[config.mk]
export PLATFORM = sky130hd
export DESIGN_NAME = mem_port_arbiter
export DESIGN_NICKNAME = d
export VERILOG_FILES = /design/src/rtl/mem_port_arbiter.sv
export SDC_FILE = /design/constraint.sdc
export NUM_CORES = 1
export LEC_CHECK = 0
export BUFFER_PORTS_ARGS = -buffer_cell sky130_fd_sc_hd__buf_2
export CORE_MARGIN = 8
export CORE_UTILIZATION = 30
export DETAILED_ROUTE_END_ITERATION = 8
export MAX_ROUTING_LAYER = met4
export SKIP_LAST_GASP = 1
export SYNTH_ARGS = -nofsm -noshare
export SYNTH_HDL_FRONTEND = slang
export SYNTH_SLANG_ARGS = --single-unit
[constraint.sdc]
create_clock -name clk -period 5.3 [get_ports clk]
set_input_delay 1.06 -clock clk [delete_from_list [all_inputs] [get_ports clk]]
set_output_delay 1.06 -clock clk [all_outputs]
set_load 0.1 [all_outputs]
[src/rtl/mem_port_arbiter.sv]
`default_nettype none
// ============================================================================
// Module      : mem_port_arbiter
// Description : Sequencer for the single shared, byte-addressed, big-endian
//               memory of the multicycle MIPS core. Arbitrates between the
//               instruction-fetch port (if_*) and the load/store port (d_*).
//               Each grant is one 32-bit word transfer with a req/ack
//               handshake and word-alignment checking.
//
//               FSM: IDLE -> ACCESS -> RESP -> IDLE
//                    IDLE -> RESP (misaligned address, no memory access)
//
// Ports       : clk, reset              clock, synchronous active-high reset
//               if_req/if_addr          fetch request and byte address
//               if_ack/if_rdata/if_err  fetch completion, word, alignment error
//               d_req/d_we/d_addr/d_wdata  load/store request
//               d_ack/d_rdata/d_err     data completion, load word, error
//               mem_addr/mem_wdata      memory address and write data
//               mem_read/mem_write      memory strobes (never both high)
//               mem_rdata               combinational memory read data
//               busy                    high in every state except IDLE
//
// Parameters  : ADDR_W      address width (default 32)
//               WAIT_CYCLES extra cycles the memory strobe is held (0..15)
//
// Config      : MEM_ARB_RR_EN  defined   -> round-robin tie-break
//                              undefined -> data port always wins a tie
//
// Revision    : 1.0 - initial release
// ============================================================================
module mem_port_arbiter #(
   parameter int ADDR_W      = 32,
   parameter int WAIT_CYCLES = 0
) (
   input  logic              clk,
   input  logic              reset,
   // instruction fetch port
   input  logic              if_req,
   input  logic [ADDR_W-1:0] if_addr,
   output logic              if_ack,
   output logic [31:0]       if_rdata,
   output logic              if_err,
   // load/store port
   input  logic              d_req,
   input  logic              d_we,
   input  logic [ADDR_W-1:0] d_addr,
   input  logic [31:0]       d_wdata,
   output logic              d_ack,
   output logic [31:0]       d_rdata,
   output logic              d_err,
   // memory side
   output logic [ADDR_W-1:0] mem_addr,
   output logic [31:0]       mem_wdata,
   output logic              mem_read,
   output logic              mem_write,
   input  logic [31:0]       mem_rdata,
   output logic              busy
);

   localparam logic [3:0] c_WAIT = 4'(WAIT_CYCLES);

   typedef enum logic [1:0] {
      ST_IDLE   = 2'd0,
      ST_ACCESS = 2'd1,
      ST_RESP   = 2'd2
   } state_t;

   state_t     r_state;
   logic       r_win_d;      // 1 = data port owns the current transfer
   logic       r_we;         // latched direction of the current transfer
   logic [3:0] r_wait;       // remaining extra access cycles
   logic       r_mem_write;

   logic              w_any_req;
   logic              w_pick_d;
   logic              w_sel_we;
   logic [ADDR_W-1:0] w_sel_addr;
   logic              w_misal;

`ifdef MEM_ARB_RR_EN
   // Last-winner flag: 0 = fetch won last, 1 = data won last.
   logic r_last_d;

   // On a tie the port that did not win last time gets the grant.
   assign w_pick_d = d_req & (~if_req | ~r_last_d);
`else
   // Fixed priority: data always wins a tie, fetch may starve.
   assign w_pick_d = d_req;
`endif

   assign w_any_req  = if_req | d_req;
   assign w_sel_addr = w_pick_d ? d_addr : if_addr;
   assign w_sel_we   = w_pick_d & d_we;
   assign w_misal    = |w_sel_addr[1:0];

   // The write strobe is cut combinationally by reset so that a reset landing
   // on the final access cycle of a store can never commit the write.
   assign mem_write = r_mem_write & ~reset;
   assign busy      = (r_state != ST_IDLE);

   always_ff @(posedge clk) begin
      if (reset) begin
         r_state     <= ST_IDLE;
         r_win_d     <= 1'b0;
         r_we        <= 1'b0;
         r_wait      <= 4'd0;
         r_mem_write <= 1'b0;
         mem_read    <= 1'b0;
         mem_addr    <= '0;
         mem_wdata   <= 32'd0;
         if_ack      <= 1'b0;
         if_err      <= 1'b0;
         if_rdata    <= 32'd0;
         d_ack       <= 1'b0;
         d_err       <= 1'b0;
         d_rdata     <= 32'd0;
`ifdef MEM_ARB_RR_EN
         r_last_d    <= 1'b0;
`endif
      end else begin
         case (r_state)
            ST_IDLE: begin
               if (w_any_req) begin
                  r_win_d <= w_pick_d;
                  r_we    <= w_sel_we;
`ifdef MEM_ARB_RR_EN
                  r_last_d <= w_pick_d;
`endif
                  if (w_misal) begin
                     // Misaligned: skip the memory, answer with an error.
                     r_state <= ST_RESP;
                     if_ack  <= ~w_pick_d;
                     if_err  <= ~w_pick_d;
                     d_ack   <= w_pick_d;
                     d_err   <= w_pick_d;
                  end else begin
                     r_state     <= ST_ACCESS;
                     r_wait      <= c_WAIT;
                     mem_addr    <= w_sel_addr;
                     mem_wdata   <= w_pick_d ? d_wdata : 32'd0;
                     mem_read    <= ~w_sel_we;
                     r_mem_write <= w_sel_we;
                  end
               end
            end

            ST_ACCESS: begin
               if (r_wait == 4'd0) begin
                  r_state     <= ST_RESP;
                  mem_read    <= 1'b0;
                  r_mem_write <= 1'b0;
                  if_ack      <= ~r_win_d;
                  d_ack       <= r_win_d;
                  // Loads capture on the last strobe edge; stores leave
                  // the read registers untouched.
                  if (!r_we) begin
                     if (r_win_d) d_rdata  <= mem_rdata;
                     else         if_rdata <= mem_rdata;
                  end
               end else begin
                  r_wait <= r_wait - 4'd1;
               end
            end

            ST_RESP: begin
               // Requests are deliberately ignored here; the still-high req
               // of the port being acked must not re-trigger a grant.
               r_state <= ST_IDLE;
               if_ack  <= 1'b0;
               if_err  <= 1'b0;
               d_ack   <= 1'b0;
               d_err   <= 1'b0;
            end

            default: begin
               r_state <= ST_IDLE;
            end
         endcase
      end
   end

endmodule
`default_nettype wire

==> run metrics, run 1 <==
Power Density 395 mW/mm²; FF-to-FF path depth 7; Num CTS Buffers 17; predominant post-synthesis flop cell dfxtp_1; Tot GR Track Use 14.6%; Clock Path Buffers 2; largest net degree at the start of global routing 103; Final min period 2970 ps; sequential share of the synthesized area 51.7%; hold depth 2; Slew Viols, Final 0; Fin. Hold Viols 0; Simple-Gate Fraction of Synth Area 18.5%; Chip Width 151 µm; DRC 0; R2R Path Start r_state[0]; Leak 3.48 nW; routed len/inst 15.1 µm; Hold Slack 451 ps; Clk pwr share 41.8%; hold path start if_rdata[4]; # fillers 1827; vias in the first global route 5061; Sw Pwr 0.959 mW; Skew-Pair Late Insertion Delay 410 ps; Ys Warns 0; setup repair after global routing missed its margin no; Row Count 49; Synth cell types 39; Final #Nets 1024; crit-path max FO 45; Critical-path top delay cell buf_2; vias 5247; Clock Skews 9.58 ps; Final WS setup 2330 ps; period utilisation layout 56.1%; Post-synth ARST share 0%; slew margin rel. 28.0%; input/output buffers 267; Final Setup Violations 0; Post-synth top cells dfxtp_1, nand2_1, a21oi_1; share of layout cells above drive strength 1 35.0%; DRT Wirelength 17000 µm; initial core utilization 30.6%; CP peak stage delay 440 ps; Critical Path End Type output pin; setup TNS 0 ps; first-pass detailed-route iteration total 4; Worst-Margin Slew 1080 ps; R2R setup slack 2670 ps; CTS sink cnt 142; EDFF count, synth 0; Logic pwr share 20.5%; H-tree lvl count 4; top-count cell post-synth dfxtp_1; routability cong. 0.791; crit path buf inv count 2; largest family of logic cells by synthesized area compound AO/OA/AOI/OAI gates; status finished, final reports clean; Yosys reg bits 142; Core Area 0.0180 mm²; cts repair resizes 0; vias per cell 4.66; initial antenna violation count 0; ANT nets after route 0; total congestion overflow 0; top cell type's share of synthesized area 51.7%; complex-gate fraction of the synthesized area 18.8%; post-synthesis xor/xnor area fraction 0%; multiplexer share of the synthesized area 5.46%; WS Path Type in2out; Layout area overhead 39.0%; sw frac 31.8%; pre-CTS WS 1960 ps; P_int 2.06 mW; CTS tree done; first-pass GRT wire length 25900 µm; part of the power in registers 37.7%; cell taking the most area after synthesis dfxtp_1; top post-synthesis cells by area dfxtp_1, nand2_1, a21oi_1, mux2i_1, nor2_1; DP HPWL 12300 µm; Hold Path End if_rdata[4]; class of the worst hold path reg2reg; Mapped Nets 779; I/O pin count 268; Cells after Synth 640; cell chosen for the clock root clkbuf_16; chip height 151 µm; worst-path cell chain buf_4, nor2b_1, buf_2; Max VDD drop 0.221 mV; CP startpoint kind input pin; crit path DAT 1910 ps; Diodes inserted 0; r2r endpoint mem_wdata[23]; post-CTS setup buffers 0; Adder-Cell Fraction of Synth Area 1.36%; required time of the critical path 4240 ps; Post-CTS Hold Fix Bufs 0; top cell family by delay on the critical path buffers and inverters; die area 0.0229 mm²; synthesized area per cell 8.59 µm²; Max Freq 0.336 GHz; initial DRC count 200; number of max-cap violations 0; Worst-path clk slew 60 ps; Mapped Area 0.00550 mm²; Final Util 42.6%
==> worst register-to-register path, stage by stage, from the launching register on <==
cell,delay (ps)
dfxtp_1,340
inv_1,110
ha_1,400
nor4b_1,640
o22ai_2,440
buf_4,330
a22oi_1,160
nor2_1,60
==> worst max-delay path by stage <==
stage	start	end	slack, ps	depth (start not counted)
after floorplan	reset	mem_write	1480	3
after global placement	d_req	mem_addr[28]	2000	7
after detailed placement	d_req	mem_addr[27]	1960	7
after CTS	reset	mem_write	2320	3
after global routing	d_req	mem_addr[25]	2170	7
final	reset	mem_write	2330	3
==> metrics by stage <==
step / area (µm²) / instances / power [mW]
final: 7650 / 1125 / 3.02
after floorplan: 5500 / 640 / 1.64
after CTS: 7650 / 1125 / 3.07
after global routing: 7650 / 1125 / 3.15
after global placement: 7030 / 1095 / 1.78
after detailed placement: 7030 / 1095 / 1.78
==> final cells by class <==
| cell class | count | area [µm²] | share of cell area, % |
|---|---|---|---|
| clock buffers | 20 | 457 | 5.97 |
| multi-input cells | 440 | 2460 | 32.1 |
| repair buffers | 277 | 1410 | 18.5 |
| flip-flops and latches | 142 | 2840 | 37.2 |
| inverters | 7 | 26.3 | 0.344 |
| clock inverters | 10 | 163 | 2.13 |
| well taps | 229 | 287 | 3.75 |
==> flip-flops by register name, summed over array words and instances (netlist names) <==
name / count
d_ack: 1
d_err: 1
d_rdata: 32
if_ack: 1
if_err: 1
if_rdata: 32
mem_addr: 32
mem_read: 1
mem_wdata: 32
r_mem_write: 1
r_state: 2
r_wait: 4
r_we: 1
r_win_d: 1
==> power groups by stage <==
stage,Clock [mW],Sequential [mW],Combinational (mW)
after global placement,0,1.16,0.620
after floorplan,0,1.46,0.172
after detailed placement,0,1.16,0.622
final,1.26,1.14,0.618
after global routing,1.36,1.14,0.651
after CTS,1.31,1.14,0.623
==> cell usage in the layout (no fill, tap or decap), types with 2 or more instances in the layout <==
| cell | instances |
|---|---|
| o2bb2ai_1 | 2 |
| a21o_1 | 2 |
| a31oi_1 | 3 |
| clkinv_2 | 2 |
| or4_1 | 4 |
| nor2b_1 | 5 |
| nand2_1 | 137 |
| nor3b_1 | 3 |
| a211oi_1 | 30 |
| or3_1 | 5 |
| clkinvlp_4 | 2 |
| a22oi_1 | 32 |
| ha_1 | 6 |
| bufinv_16 | 4 |
| buf_2 | 266 |
| nor4b_1 | 2 |
| inv_1 | 7 |
| a21oi_1 | 74 |
| nor2_1 | 71 |
| clkbuf_8 | 2 |
| dfxtp_1 | 142 |
| o21ai_0 | 11 |
| nand2b_1 | 3 |
| nor3_2 | 2 |
| mux2i_1 | 30 |
| buf_4 | 11 |
| nand4bb_1 | 2 |
| clkbuf_16 | 17 |
==> per-layer routing <==
| layer | GRT usage [%] | vias to the layer above | routed length (µm) |
|---|---|---|---|
| li1 | - | 2703 | - |
| met1 | 18.0 | 2373 | 7600 |
| met2 | 22.9 | 163 | 8080 |
| met3 | 4.15 | 8 | 1250 |
| met4 | 4.16 | 0 | 103 |
| met5 | - | - | 0 |
==> cell families (layout without fill, tap and decap cells) <==
kind of cell,Yosys count,count (layout)
buffers and inverters,58,314
muxes,30,30
and+or+nand+nor,240,240
AOI/OAI and AO/OA,164,164
DFF,142,142
adders and majority gates,6,6
Power figures use the tool's default switching activity.
==> run 2: changes to the inputs <==
--- a/config.mk
+++ b/config.mk
@@ -5,6 +5,7 @@
 export SDC_FILE = /design/constraint.sdc
 export NUM_CORES = 1
 export LEC_CHECK = 0
+export ABC_AREA = 1
 export BUFFER_PORTS_ARGS = -buffer_cell sky130_fd_sc_hd__buf_2
 export CORE_MARGIN = 8
 export CORE_UTILIZATION = 30
==> constraint.sdc (replaced) <==
create_clock -name clk -period 3 [get_ports clk]
set_input_delay 0.6 -clock clk [delete_from_list [all_inputs] [get_ports clk]]
set_output_delay 0.6 -clock clk [all_outputs]
set_load 0.1 [all_outputs]
==> run metrics, run 2 <==
status finished, final reports clean; FF-to-FF path depth 7 (unchanged); Core Area 0.0188 mm² (+4.5%); vias per cell 4.46 (-4.4%); slew margin rel. 25.8% (-2.2 points); number of max-cap violations 0 (unchanged); top-count cell post-synth nand2_1; H-tree lvl count 4 (unchanged); first-pass detailed-route iteration total 4 (unchanged); cell taking the most area after synthesis dfxtp_1; initial core utilization 30.7% (+0.061 points); setup TNS 0 ps (unchanged); Fin. Hold Viols 0 (unchanged); total congestion overflow 0 (unchanged); first-pass GRT wire length 29500 µm (+14%); routed len/inst 14.4 µm (-5.1%); Mapped Area 0.00576 mm² (+4.7%); setup repair after global routing missed its margin no; synthesized area per cell 7.26 µm² (-16%); initial antenna violation count 1 (+1); # fillers 1986 (+8.7%); share of layout cells above drive strength 1 30.7% (-4.3 points); ANT nets after route 0 (unchanged); Clock Skews 12.8 ps (+3.20 ps); vias 5737 (+9.3%); Cells after Synth 793 (+24%); CP startpoint kind register; DRC 0 (unchanged); R2R setup slack 850 ps (-1820 ps); vias in the first global route 5737 (+13%); DRT Wirelength 18500 µm (+8.6%); Layout area overhead 35.6%; Synth cell types 27 (-31%); Yosys reg bits 142 (unchanged); crit path buf inv count 3 (+1); Critical Path End Type output pin; R2R Path Start r_state[1]; Max Freq 0.453 GHz; area of the multi-input gates 0.00244 mm² (-0.76%); CP peak stage delay 430 ps (about the same); worst-path cell chain inv_1, ha_1, inv_1, buf_2; Worst-path clk slew 70 ps (about the same); Final min period 2210 ps; chip height 155 µm (+2.1%); CTS sink cnt 142 (unchanged); Slew Viols, Final 0 (unchanged); Mapped Nets 932 (+20%); Row Count 50 (+2.0%); Leak 3.99 nW (+15%); hold depth 3 (+1); top post-synthesis cells by area dfxtp_1, nand2_1, nor2_1, o21ai_0, a21oi_1; Worst-Margin Slew 1110 ps (+32.0 ps); hold path start mem_rdata[9]; Tot GR Track Use 15.8% (+1.2 points); initial DRC count 192 (-4.0%); CTS tree done; commonest non-fill, non-tap cell in the layout buf_2; sequential share of the synthesized area 49.4% (-2.3 points); class of the worst hold path in2reg; predominant post-synthesis flop cell dfxtp_1; die area 0.0239 mm² (+4.2%); post-CTS setup buffers 0 (unchanged); period utilisation layout 73.6%; Final Setup Violations 0 (unchanged); sequential standard cell area 0.00284 mm² (unchanged); crit-path max FO 4 (-91%); Post-Layout Inst Area 0.00781 mm² (+2.1%); r2r endpoint if_rdata[23]; top cell family by delay on the critical path buffers and inverters; Chip Width 155 µm (+2.1%); Critical-path top delay cell buf_2; WS Path Type reg2out; routability cong. 0.817 (+3.2%); Clock Path Buffers 2 (unchanged); input/output buffers 267 (unchanged); Post-synth ARST share 0% (unchanged); Post-synth top cells nand2_1, nor2_1, dfxtp_1; Ys Warns 0 (unchanged); cts repair resizes 0 (unchanged); Top cell by count, worst path inv_1; Num CTS Buffers 17 (unchanged); EDFF count, synth 0 (unchanged); largest net degree at the start of global routing 65 (-37%); required time of the critical path 2400 ps (-1840 ps); Final #Nets 1178 (+15%); I/O pin count 268 (unchanged); cell chosen for the clock root clkbuf_16; DP HPWL 13600 µm (+11%); Skew-Pair Late Insertion Delay 420 ps (about the same); Max VDD drop 0.335 mV (+52%); Area after DPL 0.00720 mm² (+2.5%); most frequent cells in the layout buf_2, nand2_1, nor2_1, dfxtp_1, o21ai_0; crit path DAT 1610 ps (-300 ps); top cell type's share of synthesized area 49.4% (-2.3 points); Hold Path End d_rdata[9]; Power Density 732 mW/mm² (+86%); Post-CTS Hold Fix Bufs 0 (unchanged)
[run 2: worst register-to-register path, cell delays in order, from the launching register on]
cell     delay [ps]
dfxtp_1         340
inv_1           110
ha_1            320
inv_2           150
nor2_4          130
nand3_4         470
o21ai_0         440
a21oi_1          70
[run 2: worst max-delay path by stage]
| stage | slack (ps) | from | endpoint | cells past startpoint |
|---|---|---|---|---|
| floorplan | 340 | reset | mem_write | 2 |
| global placement | 780 | d_req | mem_addr[10] | 9 |
| detailed placement | 720 | if_addr[1] | mem_addr[7] | 9 |
| CTS | 770 | r_state[0] | busy | 4 |
| global route | 580 | r_state[1] | if_rdata[25] | 7 |
| finish | 790 | r_state[0] | busy | 4 |
[run 2: cell families after synthesis]
group | synth area share (%)
flip-flops | 49.4
AO/OA/AOI/OAI | 14.9
adder cells (fa/ha/maj) | 1.30
AND/OR/NAND/NOR | 26.0
buffers and inverters | 8.28
XOR/XNOR | 0.152
[run 2: metrics by stage]
stage	hold slack (ps)	instances	power [mW]	util [%]	setup slack, ps
global route	406	1287	5.99	41.6	577
finish	418	1287	5.72	41.6	792
global placement	428	1254	3.61	38.4	780
detailed placement	431	1254	3.62	38.4	719
floorplan	440	793	3.30	-	340
CTS	389	1286	5.81	41.6	767
[run 2: where the power goes]
| part | internal (mW) | switching, mW | leakage [nW] |
|---|---|---|---|
| Sequential | 2.01 | 0.0631 | 1.15 |
| Combinational | 0.290 | 1.20 | 2.55 |
| Clock | 1.25 | 0.899 | 0.284 |
| Total | 3.55 | 2.16 | 3.99 |
[run 2: final cells by class]
| type | instances | area share (%) |
|---|---|---|
| multi-input combinational | 544 | 31.2 |
| tap | 234 | 3.75 |
| clock buffer | 17 | 5.45 |
| clock inverter | 15 | 2.24 |
| inverter | 60 | 2.92 |
| sequential | 142 | 36.4 |
| antenna | 1 | 0.0321 |
| timing repair buffer | 274 | 18.0 |
[run 2: routing by layer]
metal / up-vias / global-route usage (%) / part of all wire [%]
met3: 17 / 6.05 / 8.2
li1: 2994 / - / -
met4: 0 / 4.71 / 1.3
met2: 218 / 25.0 / 45
met1: 2508 / 18.4 / 45
met5: - / - / 0
==> run 3: changes to the inputs <==
==> constraint.sdc (replaced) <==
create_clock -name clk -period 1.8 [get_ports clk]
set_input_delay 0.36 -clock clk [delete_from_list [all_inputs] [get_ports clk]]
set_output_delay 0.36 -clock clk [all_outputs]
set_load 0.1 [all_outputs]
==> run metrics, run 3 (synthesized netlist as in run 2, its figures left out) <==
required time of the critical path 1440 ps (-960 ps); Chip Width 155 µm (unchanged); Leak 4.06 nW (+1.8%); status finished, final reports clean; most frequent cells in the layout buf_2, nand2_1, nor2_1, dfxtp_1, o21ai_0; total congestion overflow 0 (unchanged); CP peak stage delay 350 ps (-80 ps); Logic pwr share 27.2% (+1.1 points); Hold Slack 181 ps (-237 ps); DRC 0 (unchanged); Worst-path clk slew 70 ps (about the same); number of max-cap violations 0 (unchanged); Final min period 1690 ps; hold depth 3 (unchanged); ANT nets after route 0 (unchanged); setup TNS 0 ps (unchanged); share of layout cells above drive strength 1 32.0% (+1.3 points); crit path buf inv count 3 (unchanged); part of the power in registers 36.6% (+0.4 points); Max Freq 0.592 GHz; Clock Path Buffers 2 (unchanged); Final #Nets 1191 (+1.1%); Critical Path End Type output pin; vias 5792 (+0.96%); H-tree lvl count 4 (unchanged); Clock Skews 8.83 ps (-3.95 ps); Layout area overhead 37.9%; die area 0.0239 mm² (unchanged); vias in the first global route 5889 (+2.6%); Sw Pwr 3.69 mW (+70%); Row Count 50 (unchanged); first-pass GRT wire length 29500 µm (about the same); crit-path max FO 4 (unchanged); Max VDD drop 0.557 mV (+66%); Power Density 1190 mW/mm² (+62%); Clk pwr share 36.1% (-1.6 points); routed len/inst 14.2 µm (-1.4%); cell chosen for the clock root clkbuf_16; CTS tree done; FF-to-FF path depth 8 (+1); period utilisation layout 93.8%; total power draw 9.42 mW (+65%); Core Area 0.0188 mm² (unchanged); vias per cell 4.45 (-0.13%); initial core utilization 30.7% (unchanged); Fin. Hold Viols 0 (unchanged); worst-path cell chain inv_1, ha_1, inv_2, buf_12; I/O pin count 268 (unchanged); WS Path Type reg2out; DP HPWL 13600 µm (about the same); slew margin rel. 65.8% (+40 points); commonest non-fill, non-tap cell in the layout buf_2; dpl cells 1267 (+1.0%); crit path DAT 1330 ps (-280 ps); class of the worst hold path in2reg; Skew-Pair Late Insertion Delay 420 ps (about the same); CP startpoint kind register; initial antenna violation count 2 (+1); sw frac 39.1% (+1.3 points); Final Setup Violations 0 (unchanged); routability cong. 0.795 (-2.6%); setup repair after global routing missed its margin no; first-pass detailed-route iteration total 4 (unchanged); largest net degree at the start of global routing 84 (+29%); input/output buffers 267 (unchanged); CTS sink cnt 142 (unchanged); Worst-Margin Slew 517 ps (-596 ps); Critical-path top delay cell dfxtp_2; DRT Wirelength 18400 µm (-0.29%); top cell family by delay on the critical path flip-flops; chip height 155 µm (unchanged); Crit path depth 4 (unchanged); P_int 5.73 mW (+61%); Num CTS Buffers 17 (unchanged); Post-CTS Hold Fix Bufs 0 (unchanged); Tot GR Track Use 15.7% (-0.075 points); Post-Layout Cell Count 1301 (+1.1%); initial DRC count 196 (+2.1%); Final Util 42.3% (+0.73 points); Slew Viols, Final 0 (unchanged)
run 3: changes by cell type in the layout (fill, tap and decap cells not counted), sizes merged:
cell,delta
clkinv,+3
bufinv,-2
inv,+2
diode,+1
clkinvlp,-3
buf,+13
run 3: per-layer routing:
layer	GRT usage, %	vias up	share of wire (%)
met2	25.1	206	46
met3	5.13	16	7.2
met5	-	-	0
met4	5.37	0	1.3
li1	-	3026	-
met1	18.4	2544	46
run 3: worst paths after layout:
path / startpoint / slack, ps / endpoint
worst max-delay path: r_state[0] / 110 / busy
worst min-delay path: mem_rdata[6] / 180 / d_rdata[6]
worst max register to register: r_state[1] / 170 / d_rdata[31]
worst min register to register: if_rdata[2] / 440 / if_rdata[2]
run 3: power groups by stage:
| stage | Sequential [mW] | Clock, mW | Combinational, mW |
|---|---|---|---|
| finish | 3.45 | 3.40 | 2.56 |
| global route | 3.48 | 3.66 | 2.74 |
| CTS | 3.45 | 3.51 | 2.58 |
| detailed placement | 3.52 | 0 | 2.57 |
| global placement | 3.51 | 0 | 2.57 |
| floorplan | 4.74 | 0 | 0.762 |
run 3: final cells by class:
cell class	count	area, µm²
tap	234	293
inverter	60	230
antenna	2	5.00
fill	1973	10800
clock inverter	15	145
sequential	142	2850
multi-input combinational	544	2440
clock buffer	17	425
timing repair buffer	287	1560
run 3: timing repair:
action                                  CTS  global route
hold endpoints to repair                  0             0
pin swaps                                 0             0
setup buffers                             0             0
resized for setup                         1             5
endpoints found under the setup margin    1            48
run 3: worst min-delay path: stages:
cell,delay (ps)
buf_2,80
nor2_1,40
nor2_1,80
run 3: per-stage QoR:
stage	setup WS [ps]	cell area, µm²
6_report	111	7940
5_1_grt	4.05	7940
4_1_cts	2.46	7930
3_5_place_dp	-49.9	7360
3_3_place_gp	8.58	7360
2_1_floorplan	73.6	5760
